<file path="src/rtl/testport_pkg.sv">
// Shared constants, FSM encoding and byte-order helper for the test-port capture path.
package testport_pkg;

  localparam logic [29:0] PORT_ADDR_DEF = 30'hFF;
  localparam logic [31:0] BEGIN_SYM_DEF = 32'h00000168;
  localparam logic [31:0] END_SYM_DEF   = 32'hFFFFFD5D;

  typedef enum logic [1:0] {
    ST_IDLE = 2'd0,
    ST_RUN  = 2'd1,
    ST_DONE = 2'd2
  } state_t;

  // CPU stores little-endian; the checker wants the readable order.
  function automatic logic [31:0] byte_swap32(input logic [31:0] d);
    return {d[7:0], d[15:8], d[23:16], d[31:24]};
  endfunction

endpackage

</file>
<file path="src/rtl/testport_capture_fifo_if.sv">
// CPU store snoop bus plus the valid/ready result stream toward the checker.
interface testport_capture_fifo_if;

  logic [29:0] mem_addr;
  logic [31:0] mem_data;
  logic        mem_wen;
  logic        out_valid;
  logic [31:0] out_data;
  logic        out_ready;

  modport master (
    output mem_addr, mem_data, mem_wen, out_ready,
    input  out_valid, out_data
  );

  modport slave (
    input  mem_addr, mem_data, mem_wen, out_ready,
    output out_valid, out_data
  );

endinterface

</file>
<file path="src/rtl/sync_fifo.sv">
// Synchronous FIFO, no fall-through: a push is visible at the head one cycle later.
// A push while full is accepted only if a real pop happens in the same cycle.
module sync_fifo #(
  parameter int WIDTH = 32,
  parameter int AW    = 3,
  parameter int DEPTH = 8
) (
  input  logic             clk,
  input  logic             rst,
  input  logic             push,
  input  logic [WIDTH-1:0] push_data,
  input  logic             pop,
  output logic [WIDTH-1:0] head,
  output logic             full,
  output logic             empty,
  output logic [AW:0]      count
);

  logic [WIDTH-1:0] mem [DEPTH];
  logic [AW:0]      wr_ptr;
  logic [AW:0]      rd_ptr;
  logic             do_pop;
  logic             do_push;

  assign empty   = (wr_ptr == rd_ptr);
  assign full    = (wr_ptr[AW] != rd_ptr[AW]) && (wr_ptr[AW-1:0] == rd_ptr[AW-1:0]);
  assign count   = wr_ptr - rd_ptr;
  assign do_pop  = pop & ~empty;
  assign do_push = push & (~full | do_pop);

  always_ff @(posedge clk or negedge rst) begin
    if (!rst) begin
      wr_ptr <= '0;
      rd_ptr <= '0;
    end else begin
      if (do_push) wr_ptr <= wr_ptr + (AW+1)'(1);
      if (do_pop)  rd_ptr <= rd_ptr + (AW+1)'(1);
    end
  end

  // When full with a pop, the write slot is the head being popped this cycle.
  always_ff @(posedge clk) begin
    if (do_push) mem[wr_ptr[AW-1:0]] <= push_data;
  end

  assign head = empty ? '0 : mem[rd_ptr[AW-1:0]];

endmodule

</file>
<file path="src/rtl/testport_capture_fifo.sv">
// Turns CPU stores to the test port into single byte-swapped events between BEGIN/END markers,
// queues them for the checker, and tracks events lost to a full queue.
module testport_capture_fifo
  import testport_pkg::*;
#(
  parameter logic [29:0] PORT_ADDR = PORT_ADDR_DEF,
  parameter logic [31:0] BEGIN_SYM = BEGIN_SYM_DEF,
  parameter logic [31:0] END_SYM   = END_SYM_DEF,
  parameter int          DEPTH     = 8,
  parameter int          AW        = 3
) (
  input  logic                     clk,
  input  logic                     rst,
  testport_capture_fifo_if.slave   bus,
  output logic                     armed,
  output logic                     done,
  output logic                     overflow,
  output logic [7:0]               drop_cnt
);

  state_t      state_q;
  state_t      state_d;
  logic        wen_q;
  logic        ev;
  logic [31:0] swp;
  logic        push;
  logic        full;
  logic        empty;
  logic        drop;
  logic [AW:0] unused_count;

  // Stall cycles hold wen high; only the rising edge counts as a store.
  assign ev  = bus.mem_wen & ~wen_q & (bus.mem_addr == PORT_ADDR);
  assign swp = byte_swap32(bus.mem_data);

  always_ff @(posedge clk or negedge rst) begin
    if (!rst) begin
      state_q <= ST_IDLE;
      wen_q   <= 1'b0;
    end else begin
      state_q <= state_d;
      wen_q   <= bus.mem_wen;
    end
  end

  always_comb begin
    state_d = state_q;
    push    = 1'b0;
    case (state_q)
      ST_IDLE: if (ev && swp == BEGIN_SYM) state_d = ST_RUN;
      ST_RUN: begin
        push = ev;
        if (ev && swp == END_SYM) state_d = ST_DONE;
      end
      ST_DONE: state_d = ST_DONE;
      default: state_d = ST_IDLE;
    endcase
  end

  assign armed = (state_q == ST_RUN);
  assign done  = (state_q == ST_DONE);

  sync_fifo #(
    .WIDTH (32),
    .AW    (AW),
    .DEPTH (DEPTH)
  ) u_fifo (
    .clk       (clk),
    .rst       (rst),
    .push      (push),
    .push_data (swp),
    .pop       (bus.out_ready),
    .head      (bus.out_data),
    .full      (full),
    .empty     (empty),
    .count     (unused_count)
  );

  assign bus.out_valid = ~empty;

  // A full queue still takes a push if the head leaves in the same cycle.
  assign drop = push & full & ~(bus.out_ready & ~empty);

  always_ff @(posedge clk or negedge rst) begin
    if (!rst) begin
      overflow <= 1'b0;
      drop_cnt <= 8'd0;
    end else if (drop) begin
      overflow <= 1'b1;
      if (drop_cnt != 8'hFF) drop_cnt <= drop_cnt + 8'd1;
    end
  end

endmodule

</file>
<file path="src/flat_wrapper.sv">
// flat-port wrapper written by rule: the top's interface ports become plain ports
module testport_capture_fifo_flat import testport_pkg::*;
#(
  parameter logic [29:0] PORT_ADDR = PORT_ADDR_DEF,
  parameter logic [31:0] BEGIN_SYM = BEGIN_SYM_DEF,
  parameter logic [31:0] END_SYM   = END_SYM_DEF,
  parameter int          DEPTH     = 8,
  parameter int          AW        = 3
)
  (clk, rst, armed, done, overflow, drop_cnt, bus_mem_addr, bus_mem_data, bus_mem_wen, bus_out_ready, bus_out_valid, bus_out_data);
  testport_capture_fifo_if bus_i ();
  input  logic clk;
  input  logic rst;
  output logic armed;
  output logic done;
  output logic overflow;
  output logic [7:0] drop_cnt;
  input wire logic [$bits(bus_i.mem_addr)-1:0] bus_mem_addr;
  input wire logic [$bits(bus_i.mem_data)-1:0] bus_mem_data;
  input wire logic [$bits(bus_i.mem_wen)-1:0] bus_mem_wen;
  input wire logic [$bits(bus_i.out_ready)-1:0] bus_out_ready;
  output wire logic [$bits(bus_i.out_valid)-1:0] bus_out_valid;
  output wire logic [$bits(bus_i.out_data)-1:0] bus_out_data;
  assign bus_i.mem_addr = bus_mem_addr;
  assign bus_i.mem_data = bus_mem_data;
  assign bus_i.mem_wen = bus_mem_wen;
  assign bus_i.out_ready = bus_out_ready;
  assign bus_out_valid = bus_i.out_valid;
  assign bus_out_data = bus_i.out_data;
  testport_capture_fifo #(.PORT_ADDR(PORT_ADDR), .BEGIN_SYM(BEGIN_SYM), .END_SYM(END_SYM), .DEPTH(DEPTH), .AW(AW)) u_core (.clk(clk), .rst(rst), .bus(bus_i), .armed(armed), .done(done), .overflow(overflow), .drop_cnt(drop_cnt));
endmodule
</file>
<file path="config.mk">
export PLATFORM = sky130hd
export DESIGN_NAME = testport_capture_fifo_flat
export DESIGN_NICKNAME = d
export VERILOG_FILES = /design/src/rtl/testport_pkg.sv /design/src/rtl/testport_capture_fifo_if.sv /design/src/rtl/sync_fifo.sv /design/src/rtl/testport_capture_fifo.sv /design/src/flat_wrapper.sv
export SDC_FILE = /design/constraint.sdc
export NUM_CORES = 1
export LEC_CHECK = 0
export BUFFER_PORTS_ARGS = -buffer_cell sky130_fd_sc_hd__buf_2
export CORE_UTILIZATION = 53
export CTS_CLUSTER_SIZE = 28
export DETAILED_ROUTE_END_ITERATION = 7
export PLACE_DENSITY = 0.83
export SLEW_MARGIN = 15
export SYNTH_ARGS = -nofsm -noshare
export SYNTH_HDL_FRONTEND = slang
export SYNTH_SLANG_ARGS = --single-unit
</file>
<file path="constraint.sdc">
create_clock -name clk -period 3.85 [get_ports clk]
set_clock_uncertainty 0.1 [all_clocks]
set_input_delay 0 -clock clk [delete_from_list [all_inputs] [get_ports clk]]
set_output_delay 0 -clock clk [all_outputs]
set_load 0.05 [all_outputs]
</file>
==> flow_summary.json, run 1 <==
{
  "first_pass_iters": 7,
  "crit_path_max_incr_delay_ns": 0.60,
  "worst-path-buf-inv": 5,
  "finalSetupTns_ns": 0,
  "met1_usage": 0.280,
  "antenna_found_initial": 0,
  "hold_class": "in -> reg",
  "rsz0062_at_grt": "false",
  "final_layout_size_suffix_gt1_frac": 0.345,
  "hold_slack_ns": 0.0498,
  "cts_tree": "built",
  "reg2reg_depth": 8,
  "grt_overflow": 0,
  "viasPerCell": 5.83,
  "setup_violations": 0,
  "crit_path_frequent_cell": "dlygate4sd3_1",
  "finish.utilization": 0.650,
  "r2r_start": "u_core.wen_q",
  "grt_max_degree": 68,
  "busiest_layer": "met2",
  "cts_root_buffer": "clkbuf_16",
  "globalRouteMet3Util": 0.0364,
  "floorplan.die_area_mm2": 0.0212,
  "cts_buffers": 27,
  "grt_use_met2": 0.399,
  "place_congestion": 0.754,
  "r2r_slack_ns": 0.78,
  "ir_drop_mv": 0.323,
  "numPortBuffers": 109,
  "ys_ff_latch": 276,
  "num_antenna_cells": 0,
  "crit_start": "bus_mem_addr[13]",
  "synthCells": 533,
  "worstMarginPinSlew_ns": 0.951,
  "nFillCells": 1310,
  "htree_levels": 1,
  "synth-seq-area-share": 0.749,
  "switching_share": 0.192,
  "combPwrFrac": 0.021,
  "final.period_utilization": 0.947,
  "static-leakage-power_nw": 4.47,
  "p_int_mw": 4.75,
  "cts_sinks": 276,
  "initial_utilization": 0.540,
  "vias": 5814,
  "cts_buffer_depth": 3,
  "cp.arrival_ns": 3.73,
  "timing.final.ws_setup_ns": 0.204,
  "cts_setup_buffers": 0,
  "dpl_cell_area_mm2": 0.0119,
  "period_minus_slack_ns": 3.65,
  "layout.nets": 779,
  "finalHoldViolCount": 0,
  "yosysMostFrequentCell": "edfxtp_1",
  "regArea_mm2": 0.00819,
  "wire_per_inst_um": 23.1,
  "worstHoldStart": "bus_mem_wen",
  "fin_area_mm2": 0.0132,
  "grt.total_usage": 0.223,
  "ys_warn_count": 0,
  "powerDensity_mw_per_mm2": 447,
  "pin_count": 110,
  "synthTopCellsByCount": "edfxtp_1, mux4_2, nor2_1, mux2i_1, dfrtp_1",
  "end_kind": "flip-flop",
  "drc": 0,
  "drt_iter0_markers": 494,
  "synth_enable_flop_cells": 256,
  "p_clk_frac": 0.422,
  "start_kind": "primary input",
  "yosysUniqueCellTypes": 40,
  "synth_area_leaders": "edfxtp_1, mux4_2, dfrtp_1, mux2i_1, nor2_1",
  "syn2layout_area_growth_pct": 20.3,
  "synthFlopType": "edfxtp_1",
  "required_ns": 3.94,
  "syn_avg_cell_area_um2": 20.5,
  "drv_cap": 0,
  "pre_cts_slack_ns": 1.16,
  "critPathKind": "in -> reg",
  "whs_path_depth": 2,
  "syn-num-nets": 605,
  "die_h_um": 146,
  "maxSlewViolCount": 0,
  "async_reset_ff_frac": 0.0725,
  "routed_wl_mm": 23.1,
  "pwr-share-seq": 0.557,
  "yosysTopAreaCell": "edfxtp_1",
  "path_cells": "dlygate4sd3_1 > buf_2 > or4_4 > dlygate4sd3_1 > nor4_4 > dlygate4sd3_1 > nand3_1 > and2b_2 > nand2b_1 > nor2_2 > buf_4",
  "core_area_mm2": 0.0202,
  "path_clk_slew_ns": 0.06,
  "multiInputGateArea_mm2": 0.00266,
  "ant_nets": 0,
  "die_x_um": 146,
  "slew_headroom": 0.364,
  "cpMaxStageDelayCell": "dlygate4sd3_1",
  "num_rows": 52,
  "yosysTopAreaCellShare": 0.703,
  "fmax_ghz": 0.274,
  "clkLatencyLatePin_ns": 0.53,
  "hold-path-endpoint": "u_core.wen_q",
  "hpwl_mm": 13.6,
  "grt_pass1_wl_mm": 35.3,
  "critPathTopFamily": "buffers and inverters",
  "status": "completed",
  "worst-path-max-fanout": 20,
  "grt_pass1_vias": 6354,
  "p_switching_mw": 1.13,
  "netlist_area_mm2": 0.0109,
  "r2r-end": "u_core.u_fifo.mem[4][25]"
}
[how the worst max path moves through the flow]
stage                               end  slack, ns  cells past startpoint
2_1_floorplan   u_core.u_fifo.mem[4][0]       0.27                      6
3_3_place_gp   u_core.u_fifo.mem[6][22]       1.24                      8
3_5_place_dp   u_core.u_fifo.mem[6][23]       1.16                      8
4_1_cts        u_core.u_fifo.mem[6][27]       0.12                     11
5_1_grt        u_core.u_fifo.mem[0][14]       0.09                     11
6_report       u_core.u_fifo.mem[4][25]       0.20                     11
[timing repair]
item | in CTS | in global routing
setup endpoints to repair | 0 | 37
resized for setup | 0 | 3
endpoints found under the hold margin | 284 | 0
hold buffers | 40 | 0
[flip-flops by register name, summed over array words and instances, names as in the netlist]
signal                flops
u_core.u_fifo.mem       256
u_core.drop_cnt           8
u_core.u_fifo.rd_ptr      4
u_core.u_fifo.wr_ptr      4
u_core.state_q            2
u_core.overflow           1
u_core.wen_q              1
[placed cells by master, fill, tap and decap left out, types with 4 or more instances in the layout]
cell type	n
mux4_2	64
nand4_1	11
dlygate4sd3_1	40
nor2_2	5
mux2i_1	32
xnor2_1	12
clkbuf_1	5
nor2_1	34
clkinv_1	7
ha_1	6
inv_1	5
nor4_1	10
edfxtp_1	256
buf_4	19
xor2_1	4
clkbuf_16	27
dfrtp_1	17
nand2_1	7
buf_2	109
clkinv_2	6
nand3_1	6
[worst register-to-register path: cells and delay by family, from the launching register on]
| kind | cells | cell delay, ns |
|---|---|---|
| flops | 1 | 0.37 |
| simple gates | 6 | 1.34 |
| buf+inv | 2 | 0.91 |
[routing by layer]
metal | vias up | share of wire
li1 | 2521 | -
met5 | - | 0
met1 | 2977 | 0.38
met2 | 278 | 0.53
met4 | 0 | 0.020
met3 | 38 | 0.068
[cell families after synthesis]
group | count (synthesis) | share of synthesized area
muxes | 100 | 0.165
DFF | 276 | 0.749
and+or+nand+nor | 99 | 0.0504
buffers and inverters | 30 | 0.0109
AOI/OAI and AO/OA | 5 | 0.00309
xor gates and xnor gates | 17 | 0.0143
adders and majority gates | 6 | 0.00687
[per-stage QoR]
stage / total power [mW] / std cells
after floorplan: 3.35 / 533
after global placement: 3.42 / 908
after detailed placement: 3.43 / 908
after CTS: 5.89 / 997
after global routing: 6.02 / 997
final: 5.87 / 997
[area by class of cell]
| cell class | count | share of cell area |
|---|---|---|
| tap | 270 | 0.0257 |
| inverter | 5 | 0.00143 |
| multi-input combinational | 227 | 0.202 |
| timing repair buffer | 170 | 0.0845 |
| clock buffer | 32 | 0.0528 |
| clock inverter | 17 | 0.0102 |
| sequential | 276 | 0.623 |
[power groups by stage]
stage	clock, mW	sequential [mW]	combinational [mW]
floorplan	0	3.34	0.00650
global placement	0	3.34	0.0833
detailed placement	0	3.34	0.0904
CTS	2.49	3.27	0.121
global route	2.62	3.27	0.131
finish	2.48	3.27	0.122
(Power assumes the default switching activity.)
==> inputs of run 2 (changes only) <==
--- a/config.mk
+++ b/config.mk
@@ -5,7 +5,7 @@
 export SDC_FILE = /design/constraint.sdc
 export NUM_CORES = 1
 export LEC_CHECK = 0
-export BUFFER_PORTS_ARGS = -buffer_cell sky130_fd_sc_hd__buf_2
+export BUFFER_PORTS_ARGS = -buffer_cell sky130_fd_sc_hd__buf_4
 export CORE_UTILIZATION = 53
 export CTS_CLUSTER_SIZE = 28
 export DETAILED_ROUTE_END_ITERATION = 7
==> run 2 against run 1 <==
Against the previous run: wire length down 1.9%; critical endpoint is now u_core.u_fifo.mem[0][18]; critical path type unchanged; design area up 1.1%; non-clock buffer count down 8; worst hold slack worse by 0.012 ns; highest routed layer unchanged; setup slack better by 0.35 ns; sequential power about the same.
==> flow_summary.json, run 2 (same netlist as run 1, synthesis figures left out) <==
{
  "crit_path_max_incr_delay_ns": 0.60,
  "maxSlewViolCount": 0,
  "p_total_mw": 5.78,
  "cts_root_buffer": "clkbuf_16",
  "static-leakage-power_nw": 4.45,
  "slew_headroom": 0.362,
  "end_kind": "flip-flop",
  "drt_iter0_markers": 431,
  "period_minus_slack_ns": 3.29,
  "cp.arrival_ns": 3.35,
  "viasPerCell": 5.87,
  "pre_cts_slack_ns": 1.01,
  "grt_overflow": 0,
  "largest_register_ffs": 256,
  "ant_nets": 0,
  "initial_utilization": 0.540,
  "final.period_utilization": 0.856,
  "fmax_ghz": 0.304,
  "cts_sinks": 276,
  "cts_buffers": 27,
  "drv_cap": 0,
  "hold_buffers": 39,
  "num_antenna_cells": 0,
  "nFillCells": 1241,
  "grt_pass1_vias": 6299,
  "pin_count": 110,
  "hpwl_mm": 12.5,
  "grt.total_usage": 0.218,
  "path_clk_slew_ns": 0.06,
  "critPathTopFamily": "buffers and inverters",
  "antenna_found_initial": 0,
  "vias": 5773,
  "grt_pass1_wl_mm": 34.9,
  "required_ns": 3.90,
  "core_area_mm2": 0.0202,
  "finish.utilization": 0.657,
  "cts_buffer_depth": 3,
  "syn2layout_area_growth_pct": 21.7,
  "drc": 0,
  "ir_drop_mv": 0.301,
  "status": "completed",
  "worst-path-buf-inv": 4,
  "cts_resized": 0,
  "wire_per_inst_um": 23.0,
  "cpMaxStageDelayCell": "dlygate4sd3_1",
  "htree_levels": 1,
  "floorplan.die_area_mm2": 0.0212,
  "cts_tree": "built",
  "clkLatencyLatePin_ns": 0.52,
  "hold_class": "in -> reg",
  "finalSetupTns_ns": 0,
  "finalHoldViolCount": 0,
  "path_cells": "dlygate4sd3_1 > buf_4 > or4_4 > dlygate4sd3_1 > nor4_4 > nand3_1 > and2b_1 > nand2b_1 > nor3_4 > buf_4",
  "setup_violations": 0,
  "final_layout_size_suffix_gt1_frac": 0.336,
  "hold_slack_ns": 0.0373,
  "powerDensity_mw_per_mm2": 434,
  "cts_setup_buffers": 0,
  "place_congestion": 0.714,
  "worst-path-max-fanout": 32,
  "routed_wl_mm": 22.6,
  "num_rows": 52,
  "timing.final.ws_setup_ns": 0.556,
  "worstMarginPinSlew_ns": 0.956,
  "rsz0062_at_grt": "false",
  "start_kind": "primary input",
  "numPortBuffers": 109,
  "first_pass_iters": 5,
  "die_h_um": 146,
  "final_common_cell": "edfxtp_1",
  "critPathKind": "in -> reg",
  "layout_common_cells": "edfxtp_1, buf_4, mux4_2",
  "grt_max_degree": 68,
  "die_x_um": 146,
  "layout.nets": 771
}
run 2: cell count changes in the layout (fill, tap and decap cells not counted), moves of 2 or more:
cell,before,now
buf_2,109,0
clkinv_1,7,4
buf_4,19,123
buf_6,2,0
inv_6,2,0
run 2: layout make-up:
| cell class | count | area [um2] | area share |
|---|---|---|---|
| inverter | 5 | 18.8 | 0.00141 |
| multi-input combinational | 227 | 2660 | 0.200 |
| timing repair buffer | 162 | 1310 | 0.0988 |
| clock inverter | 11 | 75.1 | 0.00565 |
| clock buffer | 33 | 698 | 0.0525 |
| tap | 270 | 338 | 0.0254 |
| sequential | 276 | 8190 | 0.616 |
run 2: stage by stage:
step | area, um2 | std cells
6_report | 13300 | 984
5_1_grt | 13300 | 984
4_1_cts | 13300 | 984
3_5_place_dp | 12100 | 901
3_3_place_gp | 12100 | 901
2_1_floorplan | 10900 | 533
run 2: final timing paths:
path,depth (start not counted),start,to,slack [ns]
worst max-delay path,10,bus_mem_addr[13],u_core.u_fifo.mem[0][18],0.56
worst min-delay path,2,bus_mem_wen,u_core.wen_q,0.04
worst max register to register,7,u_core.wen_q,u_core.u_fifo.mem[0][18],1.12
worst min register to register,1,u_core.u_fifo.wr_ptr[3],u_core.u_fifo.wr_ptr[3],0.40
max in group asynchronous,3,rst,u_core.u_fifo.rd_ptr[0],2.42
min in group asynchronous,3,rst,u_core.drop_cnt[4],0.58
run 2: report_power, final:
part | switching [mW] | internal, mW | leakage, nW
logic | 0.0689 | 0.0719 | 1.50
clock network | 1.02 | 1.34 | 0.384
registers | 0.000211 | 3.27 | 2.57
total | 1.09 | 4.69 | 4.45
run 2: layer usage:
metal	vias up	GRT usage	wire length, um
met5	-	0	0
met4	0	0.0663	539
met3	51	0.0339	1400
met2	254	0.378	11800
met1	2959	0.286	8930
li1	2509	-	-
==> inputs of run 3 (changes only) <==
--- a/config.mk
+++ b/config.mk
@@ -9,7 +9,7 @@
 export CORE_UTILIZATION = 53
 export CTS_CLUSTER_SIZE = 28
 export DETAILED_ROUTE_END_ITERATION = 7
-export PLACE_DENSITY = 0.83
+export PLACE_DENSITY = 0.76
 export SLEW_MARGIN = 15
 export SYNTH_ARGS = -nofsm -noshare
 export SYNTH_HDL_FRONTEND = slang
==> run 3 against run 2 <==
Against the previous run: wire length decreased by 3.2%; maximum frequency shrank 11%; die area stayed put; via count fell by 0.19%; worst hold slack better by 0.0046 ns; total power increased by 7.8%; sequential power about the same; critical path depth is 1 higher.
==> flow_summary.json, run 3 (same netlist as run 1, synthesis figures left out) <==
{
  "finalHoldViolCount": 0,
  "fin_area_mm2": 0.0136,
  "final.period_utilization": 0.964,
  "maxSlewViolCount": 0,
  "vias": 5762,
  "worstHoldStart": "bus_mem_wen",
  "grt_use_met2": 0.366,
  "powerDensity_mw_per_mm2": 459,
  "dp_cells": 904,
  "regArea_mm2": 0.00819,
  "critPathTopFamily": "buffers and inverters",
  "setup_violations": 0,
  "grt_pass1_vias": 6112,
  "routed_wl_mm": 21.9,
  "slew_headroom": 0.351,
  "final_layout_size_suffix_gt1_frac": 0.345,
  "grt_overflow": 0,
  "core_area_mm2": 0.0202,
  "clkLatencyLatePin_ns": 0.54,
  "r2r_slack_ns": 0.73,
  "finish.utilization": 0.670,
  "floorplan.die_area_mm2": 0.0212,
  "die_h_um": 146,
  "worst-path-max-fanout": 32,
  "hold_class": "in -> reg",
  "layout_common_cells": "edfxtp_1, buf_4, mux4_2",
  "worst-path-buf-inv": 5,
  "met1_usage": 0.285,
  "first_pass_iters": 5,
  "nFillCells": 1280,
  "cpMaxStageDelayCell": "dlygate4sd3_1",
  "cts_sinks": 276,
  "ant_nets": 0,
  "reg2reg_depth": 8,
  "whs_path_depth": 2,
  "hpwl_mm": 12.6,
  "wire_per_inst_um": 22.0,
  "grt_max_degree": 68,
  "fmax_ghz": 0.270,
  "drt_iter0_markers": 463,
  "syn2layout_area_growth_pct": 24.0,
  "viasPerCell": 5.80,
  "period_minus_slack_ns": 3.71,
  "drc": 0,
  "cts_tree": "built",
  "cp.arrival_ns": 3.80,
  "cts_buffers": 27,
  "grt_pass1_wl_mm": 34.3,
  "grt.total_usage": 0.215,
  "numPortBuffers": 109,
  "worstMarginPinSlew_ns": 0.973,
  "place_congestion": 0.797,
  "ir_drop_mv": 0.312,
  "path_cells": "dlygate4sd3_1 > buf_4 > or4_4 > dlygate4sd3_1 > nor4_4 > dlygate4sd3_1 > nand3_1 > and2b_1 > nand2b_1 > nor2_2 > buf_6",
  "dpl_cell_area_mm2": 0.0122,
  "hold-path-endpoint": "u_core.wen_q",
  "crit_path_max_incr_delay_ns": 0.60,
  "required_ns": 3.94,
  "largest_register_ffs": 256,
  "crit_path_frequent_cell": "dlygate4sd3_1",
  "initial_utilization": 0.540,
  "drv_cap": 0,
  "start_kind": "primary input",
  "r2r_start": "u_core.wen_q",
  "globalRouteMet3Util": 0.0332,
  "cts_setup_buffers": 0,
  "path_clk_slew_ns": 0.06,
  "layout.nets": 775,
  "htree_levels": 1,
  "antenna_found_initial": 0,
  "crit_start": "bus_mem_addr[13]",
  "static-leakage-power_nw": 4.57,
  "critPathKind": "in -> reg",
  "end_kind": "flip-flop",
  "r2r-end": "u_core.u_fifo.mem[6][11]",
  "pin_count": 110,
  "cts_buffer_depth": 3,
  "die_x_um": 146,
  "multiInputGateArea_mm2": 0.00267,
  "finalNonFillerCells": 994,
  "num_rows": 52,
  "cts_root_buffer": "clkbuf_16",
  "num_antenna_cells": 0,
  "busiest_layer": "met2",
  "final_common_cell": "edfxtp_1",
  "status": "completed"
}
## run 3: cell types whose count changed in the layout (fill, tap and decap cells not counted), sizes merged
cell | previous run | this run
clkinv | 10 | 11
clkbuf | 33 | 31
buf | 123 | 126
dlygate4sd3 | 39 | 40
bufinv | 1 | 7
inv | 5 | 6
## run 3: worst register-to-register path, stage by stage (launching register included)
cell and delay, ns:
dfrtp_1 0.35, nand4b_1 0.21, nor4_4 0.24, dlygate4sd3_1 0.58, nand3_1 0.16, and2b_1 0.37
nand2b_1 0.23, nor2_2 0.19, buf_6 0.34
## run 3: area by class of cell
type / instances / share of cell area
clock buffers: 31 / 0.0510
clock inverters: 19 / 0.0198
inverters: 5 / 0.00138
multi-input cells: 227 / 0.197
flip-flops and latches: 276 / 0.605
well taps: 270 / 0.0249
repair buffers: 166 / 0.101
## run 3: worst max path at each step
stage                                    end  slack, ns  cells past startpoint
floorplan            u_core.u_fifo.mem[4][0]       0.27                      6
global placement    u_core.u_fifo.mem[4][21]       1.09                      8
detailed placement  u_core.u_fifo.mem[6][11]       1.05                      8
CTS                 u_core.u_fifo.mem[6][14]       0.09                     11
global route        u_core.u_fifo.mem[6][11]      -0.01                     11
finish              u_core.u_fifo.mem[6][11]       0.14                     11
## run 3: power breakdown
| part | switching [mW] | internal [mW] |
|---|---|---|
| Clock | 1.06 | 1.75 |
| Combinational | 0.0697 | 0.0719 |
| Sequential | 0.000106 | 3.27 |
| Total | 1.13 | 5.10 |
## run 3: metrics by stage
step / setup WS (ns) / setup TNS (ns) / hold WS [ns] / total power [mW]
2_1_floorplan: 0.273 / 0 / -0.396 / 3.35
3_3_place_gp: 1.09 / 0 / -0.213 / 3.44
3_5_place_dp: 1.05 / 0 / -0.204 / 3.45
4_1_cts: 0.0943 / 0 / 0.0161 / 6.26
5_1_grt: -0.0130 / -0.0971 / 0.0435 / 6.38
6_report: 0.140 / 0 / 0.0419 / 6.23
## run 3: timing repair
item / 4_1_cts / 5_1_grt
resized for setup: 0 / 7
hold buffers: 40 / 0
endpoints found under the hold margin: 288 / 0
endpoints found under the setup margin: 0 / 150
## run 3: per-layer routing
layer / share of wire / vias up
met4: 0.022 / 0
met3: 0.054 / 35
met1: 0.41 / 2998
met5: 0 / -
met2: 0.52 / 214
li1: - / 2515
